File: config.mk
export PLATFORM = sky130hd
export DESIGN_NAME = rf_wb_arbiter
export DESIGN_NICKNAME = d
export VERILOG_FILES = /design/src/rtl/rf_ctrl_pkg.sv /design/src/rtl/rf_scoreboard.sv /design/src/rtl/rf_wb_arbiter.sv
export SDC_FILE = /design/constraint.sdc
export NUM_CORES = 1
export LEC_CHECK = 0
export BUFFER_PORTS_ARGS = -buffer_cell sky130_fd_sc_hd__buf_2
export CAP_MARGIN = 40
export CORE_ASPECT_RATIO = 0.6
export CORE_MARGIN = 5
export CORE_UTILIZATION = 56
export CTS_BUF_LIST = sky130_fd_sc_hd__clkbuf_2 sky130_fd_sc_hd__clkbuf_4 sky130_fd_sc_hd__clkbuf_8
export CTS_CLUSTER_SIZE = 25
export DETAILED_ROUTE_END_ITERATION = 10
export GPL_TIMING_DRIVEN = 0
export HOLD_SLACK_MARGIN = 0.15
export PLACE_DENSITY = 0.88
export SYNTH_ARGS = -nofsm -noshare
export SYNTH_HDL_FRONTEND = slang
export SYNTH_SLANG_ARGS = --single-unit
File: constraint.sdc
create_clock -name clk_i -period 3.55 [get_ports clk_i]
set_clock_uncertainty 0.1 [all_clocks]
set_input_delay 0.5325 -clock clk_i [delete_from_list [all_inputs] [get_ports clk_i]]
set_output_delay 0.5325 -clock clk_i [all_outputs]
set_load 0.1 [all_outputs]
File: src/rtl/rf_ctrl_pkg.sv
// Shared encodings and widths for the register-file write-port arbiter.
package rf_ctrl_pkg;

  localparam int unsigned REG_AW   = 5;
  localparam int unsigned DATA_W   = 32;
  localparam int unsigned NUM_REGS = 32;
  localparam int unsigned WE_W     = 4;

  localparam logic [WE_W-1:0] RF_WE_ALL  = 4'b1111;
  localparam logic [WE_W-1:0] RF_WE_NONE = 4'b0000;

  localparam logic [1:0] NORMAL = 2'd0;
  localparam logic [1:0] WAIT   = 2'd1;
  localparam logic [1:0] FORCE  = 2'd2;

  typedef enum logic [1:0] {
    ST_NORMAL = NORMAL,
    ST_WAIT   = WAIT,
    ST_FORCE  = FORCE
  } arb_state_e;

  // One register-file write: destination and data.
  typedef struct packed {
    logic [REG_AW-1:0] wa;
    logic [DATA_W-1:0] wd;
  } rf_wr_t;

  // One-hot mask selecting register a.
  function automatic logic [NUM_REGS-1:0] reg_onehot(input logic [REG_AW-1:0] a);
    return NUM_REGS'(1) << a;
  endfunction

endpackage

File: src/rtl/rf_scoreboard.sv
// Pending-write scoreboard: one bit per architectural register with an
// outstanding long-latency result, looked up by the two decode read ports.
module rf_scoreboard
  import rf_ctrl_pkg::*;
(
  input  logic              clk_i,
  input  logic              rst_ni,
  input  logic              set_i,
  input  logic [REG_AW-1:0] set_wa_i,
  input  logic              clr_i,
  input  logic [REG_AW-1:0] clr_wa_i,
  input  logic [REG_AW-1:0] ra1_i,
  input  logic [REG_AW-1:0] ra2_i,
  output logic              busy1_o,
  output logic              busy2_o
);

  logic [NUM_REGS-1:0] pending_q;
  logic [NUM_REGS-1:0] pending_d;
  logic [NUM_REGS-1:0] set_mask;
  logic [NUM_REGS-1:0] clr_mask;

  // Next pending vector; a set on the same register as a clear wins, $0 never marked.
  always_comb begin
    set_mask  = '0;
    clr_mask  = '0;
    if (set_i && (set_wa_i != '0)) set_mask = reg_onehot(set_wa_i);
    if (clr_i)                     clr_mask = reg_onehot(clr_wa_i);
    pending_d = (pending_q & ~clr_mask) | set_mask;
  end

  // Pending vector register.
  always_ff @(posedge clk_i or negedge rst_ni) begin
    if (!rst_ni) pending_q <= '0;
    else         pending_q <= pending_d;
  end

  // Lookups come from the registered vector only (no same-cycle bypass).
  assign busy1_o = (ra1_i != '0) && pending_q[ra1_i];
  assign busy2_o = (ra2_i != '0) && pending_q[ra2_i];

endmodule

File: src/rtl/rf_wb_arbiter.sv
// Register-file write-port arbiter: WB pipeline has priority, a starvation
// FSM forces a pipeline stall so the long-latency unit eventually writes.
// rst_ni is asynchronous, active-low.
module rf_wb_arbiter
  import rf_ctrl_pkg::*;
#(
  parameter int unsigned STARVE_LIMIT = 4,
  parameter int unsigned CNT_W        = 3
) (
  input  logic              clk_i,
  input  logic              rst_ni,
  input  logic              pipe_we_i,
  input  logic [REG_AW-1:0] pipe_wa_i,
  input  logic [DATA_W-1:0] pipe_wd_i,
  input  logic              lu_valid_i,
  input  logic [REG_AW-1:0] lu_wa_i,
  input  logic [DATA_W-1:0] lu_wd_i,
  output logic              lu_ready_o,
  input  logic              iss_valid_i,
  input  logic [REG_AW-1:0] iss_wa_i,
  input  logic [REG_AW-1:0] ra1_i,
  input  logic [REG_AW-1:0] ra2_i,
  output logic              busy1_o,
  output logic              busy2_o,
  output logic              stall_pipe_o,
  output logic [WE_W-1:0]   rf_we_o,
  output logic [REG_AW-1:0] rf_wa_o,
  output logic [DATA_W-1:0] rf_wd_o
);

  localparam logic [CNT_W-1:0] LIMIT_CNT = CNT_W'(STARVE_LIMIT);

  arb_state_e        state_q;
  logic [CNT_W-1:0]  wait_cnt_q;
  logic [WE_W-1:0]   rf_we_q;
  logic [REG_AW-1:0] rf_wa_q;
  logic [DATA_W-1:0] rf_wd_q;

  logic              lu_rdy;
  logic              pipe_take;
  logic              lu_take;
  logic              lu_blocked;
  rf_wr_t            win;
  logic [WE_W-1:0]   rf_we_d;

  // Priority select: pipeline first except in FORCE, where only the lu may write.
  always_comb begin
    lu_rdy    = 1'b0;
    pipe_take = 1'b0;
    lu_take   = 1'b0;
    win       = '0;
    rf_we_d   = RF_WE_NONE;
    if (state_q == ST_FORCE) begin
      lu_rdy = 1'b1;
    end else begin
      lu_rdy    = !pipe_we_i;
      pipe_take = pipe_we_i;
    end
    lu_take = lu_valid_i && lu_rdy;
    if (pipe_take) begin
      win.wa = pipe_wa_i;
      win.wd = pipe_wd_i;
    end else if (lu_take) begin
      win.wa = lu_wa_i;
      win.wd = lu_wd_i;
    end
    if ((pipe_take || lu_take) && (win.wa != '0)) rf_we_d = RF_WE_ALL;
  end

  assign lu_blocked = lu_valid_i && pipe_we_i;

  // Starvation FSM and blocked-cycle counter.
  always_ff @(posedge clk_i or negedge rst_ni) begin
    if (!rst_ni) begin
      state_q    <= ST_NORMAL;
      wait_cnt_q <= '0;
    end else begin
      unique case (state_q)
        ST_NORMAL: begin
          if (lu_blocked) begin
            state_q    <= ST_WAIT;
            wait_cnt_q <= CNT_W'(1);
          end
        end
        ST_WAIT: begin
          if (!lu_valid_i || lu_take) begin
            state_q    <= ST_NORMAL;
            wait_cnt_q <= '0;
          end else if (wait_cnt_q == LIMIT_CNT) begin
            state_q    <= ST_FORCE;
            wait_cnt_q <= '0;
          end else begin
            wait_cnt_q <= wait_cnt_q + CNT_W'(1);
          end
        end
        ST_FORCE: begin
          // lu_valid is held until accepted and lu_ready is 1 here, so one cycle suffices.
          state_q    <= ST_NORMAL;
          wait_cnt_q <= '0;
        end
        default: begin
          state_q    <= ST_NORMAL;
          wait_cnt_q <= '0;
        end
      endcase
    end
  end

  // Write-port output registers; address/data only reload on a grant.
  always_ff @(posedge clk_i or negedge rst_ni) begin
    if (!rst_ni) begin
      rf_we_q <= RF_WE_NONE;
      rf_wa_q <= '0;
      rf_wd_q <= '0;
    end else begin
      rf_we_q <= rf_we_d;
      if (pipe_take || lu_take) begin
        rf_wa_q <= win.wa;
        rf_wd_q <= win.wd;
      end
    end
  end

  rf_scoreboard u_sb (
    .clk_i    (clk_i),
    .rst_ni   (rst_ni),
    .set_i    (iss_valid_i),
    .set_wa_i (iss_wa_i),
    .clr_i    (lu_take),
    .clr_wa_i (lu_wa_i),
    .ra1_i    (ra1_i),
    .ra2_i    (ra2_i),
    .busy1_o  (busy1_o),
    .busy2_o  (busy2_o)
  );

  assign lu_ready_o   = lu_rdy;
  assign stall_pipe_o = (state_q == ST_FORCE);
  assign rf_we_o      = rf_we_q;
  assign rf_wa_o      = rf_wa_q;
  assign rf_wd_o      = rf_wd_q;

endmodule

==> results of run 1 <==
==> worst max-delay path by stage <==
| stage | start | endpoint | slack, ns | depth (start not counted) |
|---|---|---|---|---|
| after floorplan | ra1_i[2] | busy1_o | 0.81 | 5 |
| after global placement | ra1_i[2] | busy1_o | 0.98 | 7 |
| after detailed placement | ra2_i[2] | busy2_o | 0.95 | 7 |
| after CTS | state_q[0]$_DFFE_PN0P_ | lu_ready_o | 0.70 | 5 |
| after global routing | state_q[0]$_DFFE_PN0P_ | lu_ready_o | 0.56 | 5 |
| final | state_q[0]$_DFFE_PN0P_ | lu_ready_o | 0.67 | 5 |
==> cells in the final DEF, fill, tap and decap left out, types with 4 or more instances in the layout <==
master,n
buf_2,141
dfrtp_1,74
o21ai_1,58
mux2i_1,54
nor2_1,43
a21oi_1,38
nand2_1,17
nand2b_1,12
clkbuf_8,10
nor2b_1,9
nand3_1,8
o21ai_0,7
inv_1,6
nand4b_1,6
nand3b_1,5
a221oi_1,5
buf_4,5
a2111oi_0,4
==> registers in the layout, indices dropped and copies added, names as in the netlist <==
register,cells
rf_wa_o,5
rf_wd_o,32
state_q,2
wait_cnt_q,3
u_sb.pending_q,31
rf_we_o,1
==> what timing repair did <==
action,CTS,global route
hold buffers,1,0
setup buffers,0,0
hold endpoints to repair,19,0
setup endpoints to repair,0,0
resized for setup,0,0
==> kinds of logic after synthesis <==
| logic type | count (synthesis) | share of synthesized area, % |
|---|---|---|
| fa+ha+maj | 2 | 0.623 |
| compound gates | 125 | 18.0 |
| simple gates | 117 | 14.9 |
| flops | 74 | 46.1 |
| mux | 58 | 15.9 |
| buf+inv | 28 | 4.45 |
==> critical path: stages (launching register included) <==
cell      delay, ns
dfrtp_1        0.45
nand2b_2       0.27
nand2_1        0.18
buf_2          0.24
buf_2          0.27
buf_2          0.47
==> metal layers <==
| metal | part of all wire, % | wire length (um) |
|---|---|---|
| met5 | 0 | 0 |
| met4 | 1.7 | 217 |
| met3 | 12 | 1490 |
| met2 | 48 | 6130 |
| met1 | 39 | 4990 |
==> power by group <==
group / switching, mW / internal, mW / total (mW)
logic: 0.621 / 0.248 / 0.870
clock network: 0.335 / 0.489 / 0.824
registers: 0.133 / 0.971 / 1.10
==> stage by stage <==
step                      instance area, um2  worst slack [ns]  power, mW
after global placement                  4790             0.977       1.93
after detailed placement                4820             0.952       1.96
final                                   5080             0.670       2.80
after CTS                               5080             0.699       2.78
after global routing                    5080             0.565       2.89
after floorplan                         4020             0.807       1.70
==> area by class of cell <==
cell class / instances / area share, %
multi-input combinational: 302 / 39.1
sequential: 74 / 36.4
timing repair buffer: 135 / 13.9
buffer: 22 / 3.08
clock buffer: 10 / 2.71
clock inverter: 6 / 2.22
tap: 87 / 2.14
inverter: 6 / 0.443
==> results.toml, run 1 <==
[run_status]
status = "finished clean"

[sta]
layout_min_cycle_time_ns = 2.88
slew_violations = 0
finalSetupViolations = 0
hold_ws_ns = 0.317
worst_slew_pin_slew_ns = 0.504
fmax_mhz = 347
rsz0062_at_grt = "no"
setup_tns_ns = 0
timing.final.crit_share_pct = 81.1
maxSlewHeadroom_pct = 66.6
hold_violations = 0

[final_layout]
layout.area.seq_mm2 = 0.00185
area_growth_pct = 26.5
nets = 646
multi_input_comb_area_mm2 = 0.00199
antenna_cells = 0
nFillCells = 469
layout-drive-gt1-share_pct = 32.6
final_cells = 642
final_util_pct = 74.5

[global_routing]
globalRouteOverflowTotal = 0
met1_usage_pct = 34.9
grt_max_degree = 56
grt-busiest-layer = "met2"
met2_usage_pct = 50.5
grt_use_met3_pct = 11.9
track_usage_pct = 29.2
antenna_found_initial = 0
grt_pass1_vias = 4060
grt_pass1_wl_um = 20400

[critical_path]
r2r_cells = 5
crit_fanout = 10
end_kind = "primary output"
r2r-end = "u_sb.pending_q[15]$_DFF_PN0_"
cp.required_ns = 2.92
rr_startpoint = "state_q[0]$_DFFE_PN0P_"
cp.arrival_ns = 2.25
crit_type = "flop to primary output"
worstSetupStartpointType = "flop"
r2r_slack_ns = 1.78

[synth]
synth_top_area_cell = "dfrtp_1"
ys_seq_elements = 74
synth_most_common_cell = "dfrtp_1"
async_flop_share_pct = 100
synth.distinct_cells = 40
seq_area_frac_synth_pct = 46.1
synth_edf_count = 0
yosys-top-cells-count = "dfrtp_1 (74), o21ai_1 (58), mux2i_1 (54), nor2_1 (43), a21oi_1 (38)"
syn_nets = 500
synth_warnings = 0
yosys-top-cells-area = "dfrtp_1 (46%), mux2i_1 (13%), o21ai_1 (7.2%), a21oi_1 (4.7%), nor2_1 (4.0%)"
synth_area_per_cell_um2 = 9.94
syn_area_mm2 = 0.00402
yosysTopAreaCellShare_pct = 46.1
synthFlopType = "dfrtp_1"
syn_inst = 404

[floorplanning]
fp-row-count = 23
start_util_pct = 58.9
die_x_um = 119
die_h_um = 75.6
die-area_mm2 = 0.00902
pin_count = 139
core_area_mm2 = 0.00682

[detailed_routing]
drc = 0
wl_per_cell_um = 20.0
dr_total_vias = 3901
drt-total-wl_um = 12800
drt-pass1-iter-count = 5
ant_nets = 0
via_per_inst = 6.08
drt_iter0_markers = 449

[min_path]
min_path_cells = 3
hold_end = "rf_wd_o[6]$_DFFE_PN0P_"
hp-class = "input pin to flop"
hold_start = "pipe_wd_i[6]"

[clock_network]
htreeDepth = 3
cts_tree = "yes"
clock_tree.root_cell = "clkbuf_8"
cts.clk_slew.worst_paths_ns = 0.09
cts_buffers = 9
clockBufferDepth = 2
cts.sinks = 74
clkLatencyLatePin_ns = 0.36

[placement]
dp_cells = 625
routabilityCongestion = 0.966
dp_hpwl_um = 9700
portBuffers = 133

[flow_run]
maxCapViolCount = 0

[power_and_ir_drop]
leakagePower_nw = 2.37
ir_drop_v = 0.000312
power_density_mw_per_mm2 = 551
Note: power is estimated with default switching activity, not from simulation.
==> run 2: changes to the inputs <==
ABC_AREA = 1   (was not set)
CORE_UTILIZATION = 53   (was 56)
PLACE_DENSITY = 0.83   (was 0.88)
clock period = 3 ns   (was 3.55 ns; I/O delays follow)
==> results.toml, run 2 <==
[synth]
ys_seq_elements = 75
synth.distinct_cells = 29
synth_edf_count = 0
async_flop_share_pct = 100
seq_area_frac_synth_pct = 44.7
synth_area_per_cell_um2 = 7.06
yosys-top-cells-count = "nand2_1 (231), nand3_1 (81), dfrtp_1 (75), inv_1 (57), o21ai_0 (49)"
synth_most_common_cell = "nand2_1"
synth_top_area_cell = "dfrtp_1"
yosys-top-cells-area = "dfrtp_1 (45%), nand2_1 (21%), nand3_1 (9.6%), o21ai_0 (5.8%), inv_1 (5.1%)"
synthFlopType = "dfrtp_1"
syn_area_mm2 = 0.00420
syn_nets = 691
syn_inst = 595
yosysTopAreaCellShare_pct = 44.7
synth_warnings = 0

[power_and_ir_drop]
ir_drop_v = 0.000357
power_density_mw_per_mm2 = 597
leakagePower_nw = 2.81

[detailed_routing]
drc = 0
wl_per_cell_um = 15.0
ant_nets = 0
dr_total_vias = 4618
drt_iter0_markers = 498
drt-pass1-iter-count = 5
via_per_inst = 5.43
drt-total-wl_um = 12800

[placement]
place_area_mm2 = 0.00502
portBuffers = 130
dp_hpwl_um = 10100
routabilityCongestion = 0.864

[sta]
layout_min_cycle_time_ns = 2.48
setup_tns_ns = 0
timing.final.crit_share_pct = 82.6
maxSlewHeadroom_pct = 64.0
finalSetupViolations = 0
slew_violations = 0
worst_slew_pin_slew_ns = 0.541
rsz0062_at_grt = "no"
hold_violations = 0
fmax_mhz = 404

[global_routing]
track_usage_pct = 26.5
grt_pass1_wl_um = 21000
antenna_found_initial = 0
grt_max_degree = 62
globalRouteOverflowTotal = 0
grt_pass1_vias = 4349

[floorplanning]
fp-row-count = 25
core_area_mm2 = 0.00779
die_x_um = 125
pin_count = 139
start_util_pct = 53.9
die_h_um = 79.0
die-area_mm2 = 0.00987

[critical_path]
worstSetupStartpointType = "input pin"
cpMostUsedCell = "nand2_1"
cp_slowest_stage_delay_ns = 0.41
end_kind = "primary output"
crit_type = "input pin to primary output"
crit_fanout = 10
slowest_stage = "buf_2"
cp.arrival_ns = 1.93
cp.required_ns = 2.45
crit_chain = "buf_2 > inv_2 > buf_2 > nand2_1 > nand3_1 > nand3_1 > nand3_1 > nand2_1 > nand2_1 > nand2_1 > buf_2"

[clock_network]
cts_buffers = 9
cts_tree = "yes"
clkLatencyLatePin_ns = 0.36
cts_resized = 0
cts_hold_buf = 1
clockBufferDepth = 2
clock_tree.root_cell = "clkbuf_8"
cts.clk_slew.worst_paths_ns = 0.07
cts.sinks = 75
post-cts-setup-buffers = 0
htreeDepth = 3

[flow_run]
maxCapViolCount = 0

[run_status]
status = "finished clean"

[final_layout]
final_cell_mix = "nand2_1 (231), buf_2 (147), nand3_1 (81)"
postLayoutCellArea_mm2 = 0.00523
antenna_cells = 0
final_common_cell = "nand2_1"
final_util_pct = 67.1
layout-drive-gt1-share_pct = 25.3
nets = 834
area_growth_pct = 24.5

[min_path]
hp-class = "input pin to flop"
## run 2: power by group
part,switching (mW),internal [mW],leakage (nW)
clock,0.354,0.444,0.108
sequential,0.0932,1.17,0.905
combinational,0.809,0.257,1.80
## run 2: cell type report
cell class	instances	area, um2
fillers	654	2560
multi-input cells	427	1930
flip-flops and latches	75	1880
repair buffers	132	691
inverters	63	236
clock buffers	14	168
plain buffers	30	163
well taps	108	135
clock inverters	2	35.0
## run 2: final timing paths
| check | from | endpoint | slack, ns | cells after the start |
|---|---|---|---|---|
| max reg2reg | state_q[0]$_DFFE_PN0P_ | u_sb.pending_q[30]$_DFF_PN0_ | 1.22 | 9 |
| min | pipe_wd_i[29] | rf_wd_o[29]$_DFFE_PN0P_ | 0.21 | 3 |
| min reg2reg | rf_wd_o[22]$_DFFE_PN0P_ | rf_wd_o[22]$_DFFE_PN0P_ | 0.38 | 2 |
| min in group asynchronous | rst_ni | rf_wd_o[6]$_DFFE_PN0P_ | 0.39 | 2 |
| max | ra2_i[0] | busy2_o | 0.52 | 11 |
| max in group asynchronous | rst_ni | rf_wd_o[27]$_DFFE_PN0P_ | 1.86 | 3 |
## run 2: per-layer routing
metal | GRT usage [%] | share of wire [%]
met1 | 37.3 | 44
met2 | 40.9 | 45
met3 | 7.39 | 10
met4 | 6.28 | 0.89
met5 | 0 | 0
## run 2: kinds of logic (layout without fill, tap and decap cells)
logic type | count (synthesis) | after routing | share of synthesized area [%]
AND/OR/NAND/NOR | 351 | 351 | 35.4
buffers and inverters | 93 | 241 | 9.50
flip-flops | 75 | 75 | 44.7
AO/OA/AOI/OAI | 74 | 74 | 9.86
adder cells (fa/ha/maj) | 2 | 2 | 0.595
## run 2: worst max-delay path, delay by kind of cell
kind / cells / cell delay, ns
and+or+nand+nor: 7 / 0.57
buffers and inverters: 4 / 0.90
## run 2: through the flow
step / power (mW) / hold slack [ns] / worst slack [ns] / instances
6_report: 3.12 / 0.206 / 0.522 / 851
5_1_grt: 3.30 / 0.198 / 0.396 / 851
4_1_cts: 3.13 / 0.195 / 0.586 / 851
3_5_place_dp: 2.33 / 0.223 / 0.597 / 834
3_3_place_gp: 2.30 / 0.359 / 0.615 / 833
2_1_floorplan: 2.05 / 0.0544 / 0.597 / 595
==> run 3: changes to the inputs <==
clock period = 2.55 ns   (was 3 ns; I/O delays follow)
==> results.toml, run 3 (synthesized netlist as in run 2, its figures left out) <==
[floorplanning]
pin_count = 139
die-area_mm2 = 0.00987
core_area_mm2 = 0.00779
start_util_pct = 53.9
die_h_um = 79.0
die_x_um = 125
fp-row-count = 25

[sta]
rsz0062_at_grt = "no"
timing.final.crit_share_pct = 90.8
setup_tns_ns = 0
maxSlewHeadroom_pct = 63.1
finalSetupViolations = 0
layout_min_cycle_time_ns = 2.32
slew_violations = 0
fmax_mhz = 432
worst_slew_pin_slew_ns = 0.553
hold_ws_ns = 0.149
hold_violations = 0

[critical_path]
crit_fanout = 10
cp.arrival_ns = 2.51
end_kind = "flop"
cp.required_ns = 2.75
worstSetupStartpointType = "flop"
crit_type = "flop to flop"

[detailed_routing]
dr_wl_met3_um = 1550
wl_met2_um = 6650
via_per_inst = 5.49
highest-signal-layer = "met4"
drt-total-wl_um = 14400
drt-pass1-iter-count = 6
drc = 0
drt_iter0_markers = 600
met1_length_um = 5800
ant_nets = 0
wl_per_cell_um = 15.9
dr_total_vias = 4959

[final_layout]
layout.area.seq_mm2 = 0.00188
multi_input_comb_area_mm2 = 0.00193
antenna_cells = 0
layout-drive-gt1-share_pct = 23.6
postLayoutCellArea_mm2 = 0.00575
final_common_cell = "nand2_1"
nFillCells = 549
final_util_pct = 73.8
area_growth_pct = 36.9
final_cells = 903
final_cell_mix = "nand2_1 (231), buf_2 (147), nand3_1 (81)"
nets = 886

[run_status]
status = "finished clean"

[clock_network]
post-cts-setup-buffers = 0
clockBufferDepth = 2
cts_buffers = 9
htreeDepth = 3
cts.sinks = 75
clkLatencyLatePin_ns = 0.36
clock_tree.root_cell = "clkbuf_8"
cts_resized = 0
cts_tree = "yes"
cts_hold_buf = 53
cts.clk_slew.worst_paths_ns = 0.07

[global_routing]
antenna_found_initial = 0
track_usage_pct = 29.6
grt_pass1_vias = 4797
grt_max_degree = 62
grt_pass1_wl_um = 23300
globalRouteOverflowTotal = 0

[power_and_ir_drop]
ir_drop_v = 0.000417
power_density_mw_per_mm2 = 659
leakagePower_nw = 3.04

[placement]
place_area_mm2 = 0.00502
routabilityCongestion = 0.864
dp_cells = 834
portBuffers = 130
dp_hpwl_um = 10100

[min_path]
hp-class = "input pin to flop"

[flow_run]
maxCapViolCount = 0
run 3: cell types whose count changed in the layout (fill, tap and decap cells not counted):
cell,change
dlygate4sd3_1,+52
run 3: critical path: stages (launching register included):
cell           delay (ns)
dfrtp_1              0.39
inv_1                0.10
nand2_2              0.09
nand2_4              0.08
inv_1                0.06
nor2_2               0.37
buf_2                0.31
nand2_1              0.08
nand3_1              0.10
dlygate4sd3_1        0.58
run 3: power by group:
part / switching, mW / leakage (nW) / total (mW) / internal, mW
clock: 0.428 / 0.108 / 0.950 / 0.522
sequential: 0.113 / 0.905 / 1.49 / 1.37
combinational: 0.977 / 2.03 / 1.35 / 0.374
total: 1.52 / 3.04 / 3.79 / 2.27
run 3: path summary, 6_finish.rpt:
kind,start,endpoint,slack (ns),cells past startpoint
max,state_q[0]$_DFFE_PN0P_,rf_wd_o[20]$_DFFE_PN0P_,0.23,9
max reg2reg,state_q[0]$_DFFE_PN0P_,rf_wd_o[20]$_DFFE_PN0P_,0.23,9
min reg2reg,rf_wd_o[6]$_DFFE_PN0P_,rf_wd_o[6]$_DFFE_PN0P_,0.38,2
max in group asynchronous,rst_ni,u_sb.pending_q[0]$_DFF_PN0_,1.49,3
min,lu_wd_i[6],rf_wd_o[6]$_DFFE_PN0P_,0.15,3
min in group asynchronous,rst_ni,rf_wd_o[6]$_DFFE_PN0P_,0.31,2
run 3: final cells by class:
cell class | instances | share of cell area, %
inverters | 63 | 4.11
plain buffers | 30 | 2.83
well taps | 108 | 2.35
clock buffers | 14 | 2.92
flip-flops and latches | 75 | 32.6
clock inverters | 2 | 0.609
repair buffers | 184 | 21.1
multi-input cells | 427 | 33.5
run 3: stage by stage:
step / worst slack (ns) / power (mW)
after floorplan: 0.282 / 2.41
after global placement: 0.300 / 2.70
after detailed placement: 0.282 / 2.74
after CTS: 0.271 / 3.76
after global routing: 0.0811 / 3.98
final: 0.235 / 3.79
run 3: per-layer routing:
metal,global-route usage (%),vias up
met4,10.1,0
met3,7.93,38
met5,0,-
met2,48.2,300
met1,38.8,2325
li1,-,2296
